`config.mk`:
```
export PLATFORM = sky130hd
export DESIGN_NAME = level_meter
export DESIGN_NICKNAME = d
export VERILOG_FILES = /design/src/rtl/level_meter.sv
export SDC_FILE = /design/constraint.sdc
export NUM_CORES = 1
export LEC_CHECK = 0
export BUFFER_PORTS_ARGS = -buffer_cell sky130_fd_sc_hd__buf_2
export CORE_MARGIN = 2
export CORE_UTILIZATION = 25
export CTS_BUF_LIST = sky130_fd_sc_hd__clkbuf_16
export DETAILED_ROUTE_END_ITERATION = 6
export GPL_TIMING_DRIVEN = 1
export HOLD_SLACK_MARGIN = 0.06
export SLEW_MARGIN = 25
export SYNTH_ARGS = -nofsm -noshare
export SYNTH_HDL_FRONTEND = slang
export SYNTH_SLANG_ARGS = --single-unit
```
`constraint.sdc`:
```
create_clock -name dclk -period 4.7 [get_ports dclk]
set_clock_uncertainty 0.2 [all_clocks]
set_input_delay 0.47 -clock dclk [delete_from_list [all_inputs] [get_ports dclk]]
set_output_delay 0.47 -clock dclk [all_outputs]
set_load 0.02 [all_outputs]
```
`src/rtl/level_meter.sv`:
```
// level_meter: turns one peak word per analysis window into an LED bar graph
// with a fast attack and a timed decay. It also drives a peak-hold marker and
// a stretched full-scale clip flag. All outputs are registered.
module level_meter #(
    parameter int BUS_WIDTH    = 12,
    parameter int LOG2_LEDS    = 3,
    parameter int DECAY_CYCLES = 2205,
    parameter int HOLD_CYCLES  = 44100,
    parameter int CLIP_CYCLES  = 22050,
    parameter int TMR_W        = 16
) (
    input  logic                      dclk,
    input  logic                      rst,
    input  logic [BUS_WIDTH-1:0]      din,
    input  logic                      din_stb,
    output logic [2**LOG2_LEDS-1:0]   bar,
    output logic [2**LOG2_LEDS-1:0]   peak_led,
    output logic                      clip
);

    localparam int N  = 2**LOG2_LEDS;
    localparam int LW = LOG2_LEDS + 1;

    typedef logic [LW-1:0] lvl_t;
    typedef enum logic [1:0] {TRACK, HOLD, FALL} state_t;

    localparam logic [TMR_W-1:0] DECAY_LAST = TMR_W'(DECAY_CYCLES - 1);
    localparam logic [TMR_W-1:0] HOLD_LAST  = TMR_W'(HOLD_CYCLES - 1);
    localparam logic [TMR_W-1:0] CLIP_LAST  = TMR_W'(CLIP_CYCLES - 1);

    // Bit i is lit when i is below the level.
    function automatic logic [N-1:0] thermo(input lvl_t v);
        logic [N-1:0] t;
        for (int i = 0; i < N; i++) t[i] = (lvl_t'(i) < v);
        return t;
    endfunction

    // Level k lights bit k-1. Level 0 lights nothing.
    function automatic logic [N-1:0] onehot(input lvl_t v);
        logic [N-1:0] o;
        for (int i = 0; i < N; i++) o[i] = (lvl_t'(i + 1) == v);
        return o;
    endfunction

    lvl_t             lit, target, disp, disp_next, cur_lit, peak;
    logic             tick, attack, peak_load, full_scale;
    logic [TMR_W-1:0] dtmr, dtmr_next, htmr, ctmr;
    state_t           state;

    // Level mapping, decay tick and next bar level.
    always_comb begin
        lit = '0;
        if (din != '0) lit = {1'b0, din[BUS_WIDTH-1 -: LOG2_LEDS]} + lvl_t'(1);
        tick       = (dtmr == DECAY_LAST);
        target     = din_stb ? lit : cur_lit;
        attack     = din_stb && (lit >= disp);
        disp_next  = disp;
        dtmr_next  = tick ? '0 : dtmr + TMR_W'(1);
        if (attack) begin
            disp_next = lit;
            dtmr_next = '0;
        end else if (tick && (disp > target)) begin
            disp_next = disp - lvl_t'(1);
        end
        peak_load  = din_stb && (lit != '0) && (lit >= peak);
        full_scale = din_stb && (&din);
    end

    // Bar level, decay timer, last strobed level and bar output.
    always_ff @(posedge dclk or negedge rst) begin
        if (!rst) begin
            disp    <= '0;
            dtmr    <= '0;
            cur_lit <= '0;
            bar     <= '0;
        end else begin
            disp <= disp_next;
            dtmr <= dtmr_next;
            if (din_stb) cur_lit <= lit;
            bar  <= thermo(disp_next);
        end
    end

    // Peak marker FSM. A new peak reloads the hold from any state. The marker
    // never sits below the bar, so leaving FALL snaps it onto the bar top.
    always_ff @(posedge dclk or negedge rst) begin
        if (!rst) begin
            state    <= TRACK;
            peak     <= '0;
            htmr     <= '0;
            peak_led <= '0;
        end else if (peak_load) begin
            state    <= HOLD;
            peak     <= lit;
            htmr     <= HOLD_LAST;
            peak_led <= onehot(lit);
        end else begin
            case (state)
                TRACK: begin
                    peak     <= disp_next;
                    peak_led <= onehot(disp_next);
                end
                HOLD: begin
                    if (htmr == '0) state <= FALL;
                    else            htmr  <= htmr - TMR_W'(1);
                end
                FALL: begin
                    if (tick) begin
                        if (peak <= disp_next + lvl_t'(1)) begin
                            peak     <= disp_next;
                            peak_led <= onehot(disp_next);
                            state    <= TRACK;
                        end else begin
                            peak     <= peak - lvl_t'(1);
                            peak_led <= onehot(peak - lvl_t'(1));
                        end
                    end
                end
                default: state <= TRACK;
            endcase
        end
    end

    // Clip flag. It is stretched for CLIP_CYCLES and restarted by each new full-scale word.
    always_ff @(posedge dclk or negedge rst) begin
        if (!rst) begin
            clip <= 1'b0;
            ctmr <= '0;
        end else if (full_scale) begin
            clip <= 1'b1;
            ctmr <= CLIP_LAST;
        end else if (clip) begin
            if (ctmr == '0) clip <= 1'b0;
            else            ctmr <= ctmr - TMR_W'(1);
        end
    end

endmodule

```
-- Word-level counts from Yosys, hierarchy flattened
Index checks and enable logic that the tools add are counted.
- $add $sub $neg: 7
- $lt $le $gt $ge: 12
- equality and inequality tests: 33
- mux-type cells: 28
- reduce and logical (&&, ||, !) cells: 18
- operators with widths (cell ; count):
    $mux 16 ; 8
    $eq 3x4->1 const A ; 12
    $logic_not 16->1 ; 2
    $sub 16x1->16 const B ; 2
    $mux 4 ; 7
    $eq 2x4->1 const A ; 6
    $mux 8 ; 3
    $add 16x1->16 const B ; 1
    $eq 16x12->1 const B ; 1
    $lt 3x4->1 const A ; 4
    $pmux 8 s2 ; 1
    $eq 1x4->1 const A ; 3
    $eq 4x4->1 const A ; 3
    $reduce_and 12->1 ; 1
    $reduce_bool 12->1 ; 1
    $ne 3x3->1 const B ; 3
    $ge 4x4->1 ; 2
    $lt 1x4->1 const A ; 2
    $lt 2x4->1 const A ; 2
    $mux 2 ; 4
    $pmux 4 s2 ; 1
    $sub 4x1->4 const B ; 2
    $ne 2x2->1 const B ; 3
    $pmux 2 s3 ; 1
    other kinds (14) ; 23
- flip-flop bits (word level): 79
- bits of input ports: 15
- output and inout port bits: 17

-- Depth between registers and ports, before layout
Gate-level depths: netlist of the first run.
- word-level depth: 13
- depth in mapped cells: 22
- mapped depth without buffers: 21

-- Worst setup path after synthesis of the first run
OpenSTA, ideal clock, no wires.
- path type: input port to flip-flop
- from: input port din[1]
- to: register peak_led[4]
- library setup time: 0.091 ns
- arrival time: 4.965 ns
- data required time: 4.409 ns
- slack: -0.556 ns
- stages: 20
- buffers on the path: 1
- cells stage by stage: nor4_1 nand3_1 and2_1 clkbuf_1 mux2i_1 ha_1 and4_1 a211oi_4 mux2_2 a21o_1 inv_1 ha_1 xnor2_1 ha_1 o21a_1 o21a_1 o2111ai_1 nor2_1 or4b_2 o221ai_1
- cells in the longest elaborated chain, start to end: 13
- RTL lines (element ; RTL line ; source):
    from (decl) ; 14 ; input logic [BUS_WIDTH-1:0] din,
    $reduce_bool 12->1 * ; 53 ; if (din != '0) lit = {1'b0, din[BUS_WIDTH-1 -: LOG2_LEDS]} + lvl_t'(1);
    $mux 4 * ; 53 ;
    $mux 4 ; n/a ;
    $gt 4x4->1 ; 62 ; end else if (tick && (disp > target)) begin
    $logic_and 1x1->1 ; 62 ;
    $mux 4 ; 62 ;
    $mux 4 * ; 59 ; if (attack) begin
    net disp_next[1] ; 45 ; lvl_t lit, target, disp, disp_next, cur_lit, peak;
    $add 4x1->4 ; 109 ; if (peak <= disp_next + lvl_t'(1)) begin
    $le 4x4->1 ; 109 ;
    $mux 8 ; 109 ;
    $mux 8 ; 108 ; if (tick) begin
    $pmux 8 s2 * ; 98 ; case (state)
    $mux 8 * ; 92 ; end else if (peak_load) begin
    to (signal assigned) ; 96 ; peak_led <= onehot(lit);
    to (signal assigned) ; 101 ; peak_led <= onehot(disp_next);
    to (signal assigned) ; 111 ; peak_led <= onehot(disp_next);
    to (decl) ; 17 ; output logic [2**LOG2_LEDS-1:0] peak_led,
The timed path passes the listed nets; every way through them passes the cells marked *. The select of a mux whose other input is x is not followed.
A chain may end at the register's enable or synchronous reset.

-- Worst setup path in the final report of the first run
- from: input port din[3]
- to: register peak_led[6]
- cells in the longest elaborated chain, start to end: 13
- RTL lines (element ; RTL line):
    $reduce_bool 12->1 * ; 53
    $mux 4 * ; 53
    $mux 4 ; n/a
    $gt 4x4->1 ; 62
    $logic_and 1x1->1 ; 62
    $mux 4 ; 62
    $mux 4 ; 59
    $add 4x1->4 ; 109
    $le 4x4->1 ; 109
    $mux 8 ; 109
    $mux 8 ; 108
    $pmux 8 s2 ; 98
    $mux 8 ; 92
Every way passes the cells marked *; elsewhere a longest branch is shown, timed or not. The select of a mux whose other input is x is not followed.

==> metrics, run 1 <==
maximum clock path buffer count=2; WL/cell=14.20 um; mapped cell area=4548 um^2; vias in the first global route=3833; DIE AREA=19290 um^2; Worst Setup Start Kind=primary input; Non-Filler Instances=813; Vias=3808; area grow syn2layout=31.80%; Layout Nets=623; Slew headroom=46.34%; Slew Limit Fails=0; unrepaired setup endpoints after global routing=yes; total grt overflow=0; DR DRC count=0; reg2reg start=dtmr[0]; first-pass GRT wire length=19020 um; clock root buffer=clkbuf_16; post-place setup slack=-412.2 ps; sequential cell area=1952 um^2; largest cells by area after synthesis=dfrtp_1, ha_1, xnor2_1; num rows=49; Synth top area share=42.92%; Antenna Nets Post-Route=0; arrival time worst endpoint=4710 ps; Final period util=99.48%; largest net degree at the start of global routing=79; Max FO, Critical Path=5; most frequent cells after synthesis=dfrtp_1, nor2_1, nand2_1; Multi-input gate area=2643 um^2; Setup CP Type=in2reg; maximum VDD drop=0.0002067 V; area leader, netlist=dfrtp_1; most used cell, CP=ha_1; Cells after Synth=484; Power Density=511.3 nW/um^2; Warnings, synthesis=0; Post-synth ARST share=100.0%; GRT Overall Usage=12.11%; Final min period=4675 ps; final worst slack=24.59 ps; initial core utilization=25.41%; gpl congestion=0.8556; DRT iter0 DRCs=233; routed metal-1 wirelength=5204 um; worst hold path depth=2; max-cap viol count=0; die width=138.9 um; sequential element share of the synthesized area=42.92%; most frequent cell after synthesis=dfrtp_1; drt first pass iters=4; IO buf count=31; Critical Path RT=4740 ps; Pleak=2.629 nW; cell family with most CP delay=simple AND/OR/NAND/NOR gates; Via density=4.684; worst min path class=reg2reg; Post-synth EDFFs=0; htree depth=3; initial antenna violation count=0; Final Setup Violations=0; FF+latch count, synth=78; R2R Setup Slk=350 ps; placed cells=770; Syn Area/Cell=9.397 um^2; Synth cell types=60; Core Area=17900 um^2; reg-to-reg endpoint=peak_led[1]; CTS sink count=78; status=complete, no violations; Hold Path End=cur_lit[3]; met2 WL=5921 um; Diodes inserted=0; Slowest cell on crit path=or4b_4; CP Cell Sequence=buf_2 -> nor4_4 -> nand3_2 -> nand2_2 -> inv_2 -> mux2i_2 -> ha_1 -> nor2b_4 -> o211ai_1 -> a211oi_4 -> buf_6 -> xnor2_4 -> a21o_1 -> buf_4 -> nor3_2 -> xnor2_1 -> ha_1 -> nand4_1 -> o2111ai_4 -> nor2_4 -> or4b_4 -> o221ai_1; CTS tree=built; reg2reg path depth=17; Critical Path Max Stage Delay=500 ps; Mapped Nets=528; Chip Height=138.9 um; final hold violations=0; filler cell count=1859; CP endpoint kind=register; worst-skew pair later-pin latency=330 ps; final wirelength=11550 um; Post-DP HPWL=7951 um; worst hold start=cur_lit[3]; Worst-path clk slew=60 ps; CP bufs+invs=4; fmax=0.2139 GHz; Post-synth top flop=dfrtp_1; Boundary Pins=32; metal3 WL=254 um; share of layout cells above drive strength 1=27.57%; Num CTS Buffers=9; Slew @ Worst Pin=805.0 ps; highest signal layer in the routed design=met4
placed cells by master (no fill, tap or decap), types with 3 or more instances in the layout:
cell type | netlist | final
xor2_1 | 19 | 18
mux2i_1 | 4 | 3
nand3_1 | 20 | 19
clkbuf_16 | 0 | 9
buf_4 | 1 | 65
nor4_4 | 0 | 3
inv_1 | 32 | 30
or3_1 | 13 | 12
nor3_1 | 20 | 19
and3_1 | 6 | 6
o21ai_0 | 18 | 18
a21o_1 | 5 | 5
a21oi_1 | 12 | 12
ha_1 | 29 | 25
dfrtp_1 | 78 | 78
or2_2 | 4 | 3
nand4_1 | 10 | 10
and2_1 | 6 | 6
ha_4 | 0 | 3
inv_2 | 1 | 4
o21a_1 | 3 | 3
nand3b_1 | 3 | 3
a311oi_2 | 1 | 3
nor4_1 | 14 | 10
a31oi_1 | 4 | 3
or4_1 | 4 | 4
nand2_1 | 41 | 39
xnor2_1 | 24 | 22
buf_6 | 1 | 4
o31ai_1 | 3 | 3
nor2_1 | 50 | 49
nor3b_1 | 3 | 3
buf_2 | 1 | 27
flip-flops by register name, summed over array words and instances, names as in the netlist:
name	flops
bar	8
htmr	16
clip	1
dtmr	16
state	2
cur_lit	4
peak	4
disp	3
ctmr	16
peak_led	8
where the power goes:
group	leakage (nW)	internal (mW)	total (mW)	switching (mW)
Sequential	0.906	0.808	0.974	0.166
Combinational	1.57	0.672	1.41	0.737
Clock	0.148	0.408	0.682	0.274
Total	2.63	1.89	3.07	1.18
worst min-delay path, stage by stage, from the launching register on:
cell     delay, ps
dfrtp_1        330
mux2i_1         90
inv_1           60
metal layers:
metal | up-vias | global-route usage [%]
met5 | - | 0
met4 | 0 | 3.562
met3 | 16 | 2.590
met2 | 41 | 20.90
met1 | 1853 | 15.28
li1 | 1898 | -
through the flow:
| step | utilization (%) | hold WS, ps | cell area, um^2 | power, mW | setup TNS (ps) |
|---|---|---|---|---|---|
| final | 33.48 | 313.8 | 5995 | 3.065 | 0 |
| after global routing | 33.48 | 338.6 | 5995 | 3.320 | -1840 |
| after CTS | 32.18 | 144.8 | 5762 | 2.935 | -5.121 |
| after detailed placement | 29.62 | 284.8 | 5303 | 2.174 | -4173 |
| after global placement | 29.62 | 273.8 | 5303 | 2.152 | -3397 |
| after floorplan | - | -25.59 | 4631 | 1.751 | -532.7 |
worst max path at each step:
stage,from,to,cells past startpoint
finish,din[3],peak_led[6],22
global route,din[3],peak_led[5],23
CTS,din[9],peak_led[5],23
detailed placement,din[9],peak[0],24
global placement,din[9],peak_led[5],23
floorplan,din[9],peak_led[1],20
repair_timing:
item,CTS,global route
gates resized for setup,2,36
pin swaps,7,23
hold buffers,0,1
hold endpoints to repair,0,72
gates cloned,0,0
buffers inserted,20,6
endpoints found under the setup margin,7,12
cell type report:
class                           count  area share [%]
Multi-Input combinational cell    358           44.08
Sequential cell                    78           32.56
Timing Repair Buffer               98           11.56
Tap cell                          229           4.780
Clock buffer                        9           3.757
Inverter                           34           2.171
Clock inverter                      7           1.085
cell families after synthesis:
logic type,count (synthesis),synth area share [%]
and+or+nand+nor,205,23.19
DFF,78,42.92
AOI/OAI and AO/OA,73,11.47
buffers and inverters,48,4.292
xor gates and xnor gates,43,8.281
adders and majority gates,29,7.978
muxes,8,1.871
(Power assumes the default switching activity.)
==> inputs of run 2 (changes only) <==
Clock period 4.7 ns to 4.1 ns, I/O delays scaled along.
==> metrics, run 2 (same netlist as run 1, synthesis figures left out) <==
status=finished with violations; failing checks=setup timing; worst hold path depth=3 (+1); Boundary Pins=32 (unchanged); fmax=0.2162 GHz; IO buf count=31 (unchanged); worst-skew pair later-pin latency=340 ps (about the same); Worst-path clk slew=60 ps (about the same); most common cell after layout, fill and taps aside=dfrtp_1; vias in the first global route=3725 (-2.8%); reg-to-reg endpoint=peak_led[5]; Final period util=112.8%; maximum clock path buffer count=2 (unchanged); num rows=49 (unchanged); Worst Setup Start Kind=primary input; worst min path class=in2reg; reg2reg start=cur_lit[0]; reg2reg path depth=17 (unchanged); arrival time worst endpoint=4680 ps (-30 ps); Hold Path End=cur_lit[1]; Slew headroom=41.66% (-4.7 points); placed cells=786 (+2.1%); Net Sw Frac=38.81% (+0.41 points); Core Area=17900 um^2 (unchanged); clock root buffer=clkbuf_16; first-pass GRT wire length=19140 um (+0.65%); gpl congestion=0.8454 (-1.2%); Non-Filler Instances=811 (-0.25%); Slew @ Worst Pin=875.1 ps (+70.19 ps); Chip Height=138.9 um (unchanged); Comb pwr share=46.8% (+0.8 points); Pleak=2.607 nW (-0.82%); htree depth=3 (unchanged); Num CTS Buffers=9 (unchanged); Flop pwr share=31.0% (-0.8 points); max-cap viol count=0 (unchanged); initial antenna violation count=0 (unchanged); CP endpoint kind=register; Pwr Total=3.527 mW (+15%); area grow syn2layout=30.73%; final wirelength=11660 um (+0.97%); final hold violations=0 (unchanged); unrepaired setup endpoints after global routing=yes; drt first pass iters=5 (+1); DRT iter0 DRCs=180 (-23%); Slew Limit Fails=0 (unchanged); sw power=1.369 mW (+16%); post-place setup slack=-1060 ps (-647.9 ps); biggest regs=ctmr: 16 flops, dtmr: 16 flops, htmr: 16 flops; R2R Setup Slk=-100 ps (-450 ps); total grt overflow=0 (unchanged); DR DRC count=0 (unchanged); Vias=3855 (+1.2%); GRT Overall Usage=12.39% (+0.28 points); Final Util=33.21% (-0.27 points); clock group share of total power=22.3% (about the same); WL/cell=14.38 um (+1.2%); filler cell count=1863 (+0.22%); Antenna Nets Post-Route=0 (unchanged); Final min period=4625 ps; Critical Path RT=4160 ps (-580 ps); share of layout cells above drive strength 1=26.80% (-0.76 points); Internal Power=2.158 mW (+14%); final worst slack=-525.4 ps (-550.0 ps); die width=138.9 um (unchanged); maximum VDD drop=0.0002777 V (+34%); Post-DP HPWL=8189 um (+3.0%); Max FO, Critical Path=5 (unchanged); initial core utilization=25.41% (unchanged); Layout Nets=622 (-0.16%); Finished Cell Area=5946 um^2 (-0.81%); CTS tree=built; DIE AREA=19290 um^2 (unchanged); Setup CP Type=in2reg; Power Density=593.2 nW/um^2 (+16%); CTS sink count=78 (unchanged); worst hold start=din_stb; Final Setup Violations=13 (+13); Via density=4.753 (+1.5%); most frequent cells in the layout=dfrtp_1, buf_4, nor2_1, nand2_1, inv_1; DP Area=5423 um^2 (+2.3%); Diodes inserted=0 (unchanged); largest net degree at the start of global routing=79 (unchanged)
-- run 2: worst max-delay path by stage --
stage / to / cells past startpoint / from
global placement: peak[0] / 23 / din[1]
global route: peak_led[5] / 22 / din[4]
finish: peak_led[5] / 22 / din[0]
CTS: peak_led[1] / 22 / din[6]
detailed placement: peak[0] / 23 / din[5]
floorplan: peak_led[1] / 20 / din[9]
-- run 2: final cells by class --
class | instances | area (um^2) | area share (%)
Inverter | 34 | 130.1 | 2.189
Clock inverter | 6 | 55.05 | 0.9259
Tap cell | 229 | 286.5 | 4.819
Clock buffer | 9 | 225.2 | 3.788
Sequential cell | 78 | 1952 | 32.83
Timing Repair Buffer | 97 | 703.2 | 11.83
Multi-Input combinational cell | 358 | 2594 | 43.62
-- run 2: power by group through the flow --
stage | Sequential [mW] | Clock (mW) | Combinational, mW
2_1_floorplan | 1.09 | 0 | 0.914
3_3_place_gp | 1.10 | 0 | 1.42
3_5_place_dp | 1.10 | 0 | 1.43
4_1_cts | 1.09 | 0.807 | 1.53
5_1_grt | 1.12 | 0.840 | 1.83
6_report | 1.09 | 0.786 | 1.65
-- run 2: layer usage --
| layer | up-vias | share of wire [%] | GRT usage [%] | wire, um |
|---|---|---|---|---|
| met3 | 13 | 4.0 | 3.246 | 466 |
| met2 | 70 | 45 | 19.08 | 5283 |
| met5 | - | 0 | 0 | 0 |
| met4 | 0 | 1.5 | 3.934 | 174 |
| li1 | 1911 | - | - | - |
| met1 | 1861 | 49 | 17.06 | 5736 |
-- run 2: repair_timing --
action | CTS | global route
gates resized for setup | 19 | 18
hold buffers | 0 | 1
setup buffers | 5 | 5
setup endpoints to repair | 13 | 13
pin swaps | 12 | 10
endpoints found under the hold margin | 0 | 78
-- run 2: critical path, cell delays in order --
cell and delay, ps:
buf_4 120, nor4_4 340, nand3_2 150, nand2_2 120, inv_2 40, mux2i_2 190
ha_1 270, nor2b_1 130, o211ai_1 250, a211oi_4 120, mux2_4 310, a21o_1 200
ha_1 300, inv_2 40, ha_4 250, nor2b_1 120, o21a_1 110, o21a_1 170
o2111ai_4 170, nor2_2 150, or4b_4 520, o221ai_2 190
-- run 2: per-stage QoR --
step	hold slack (ps)	TNS, ps
global route	292.5	-8547
finish	277.1	-5628
floorplan	-85.59	-7156
CTS	86.38	-5571
global placement	276.8	-10470
detailed placement	286.6	-11640
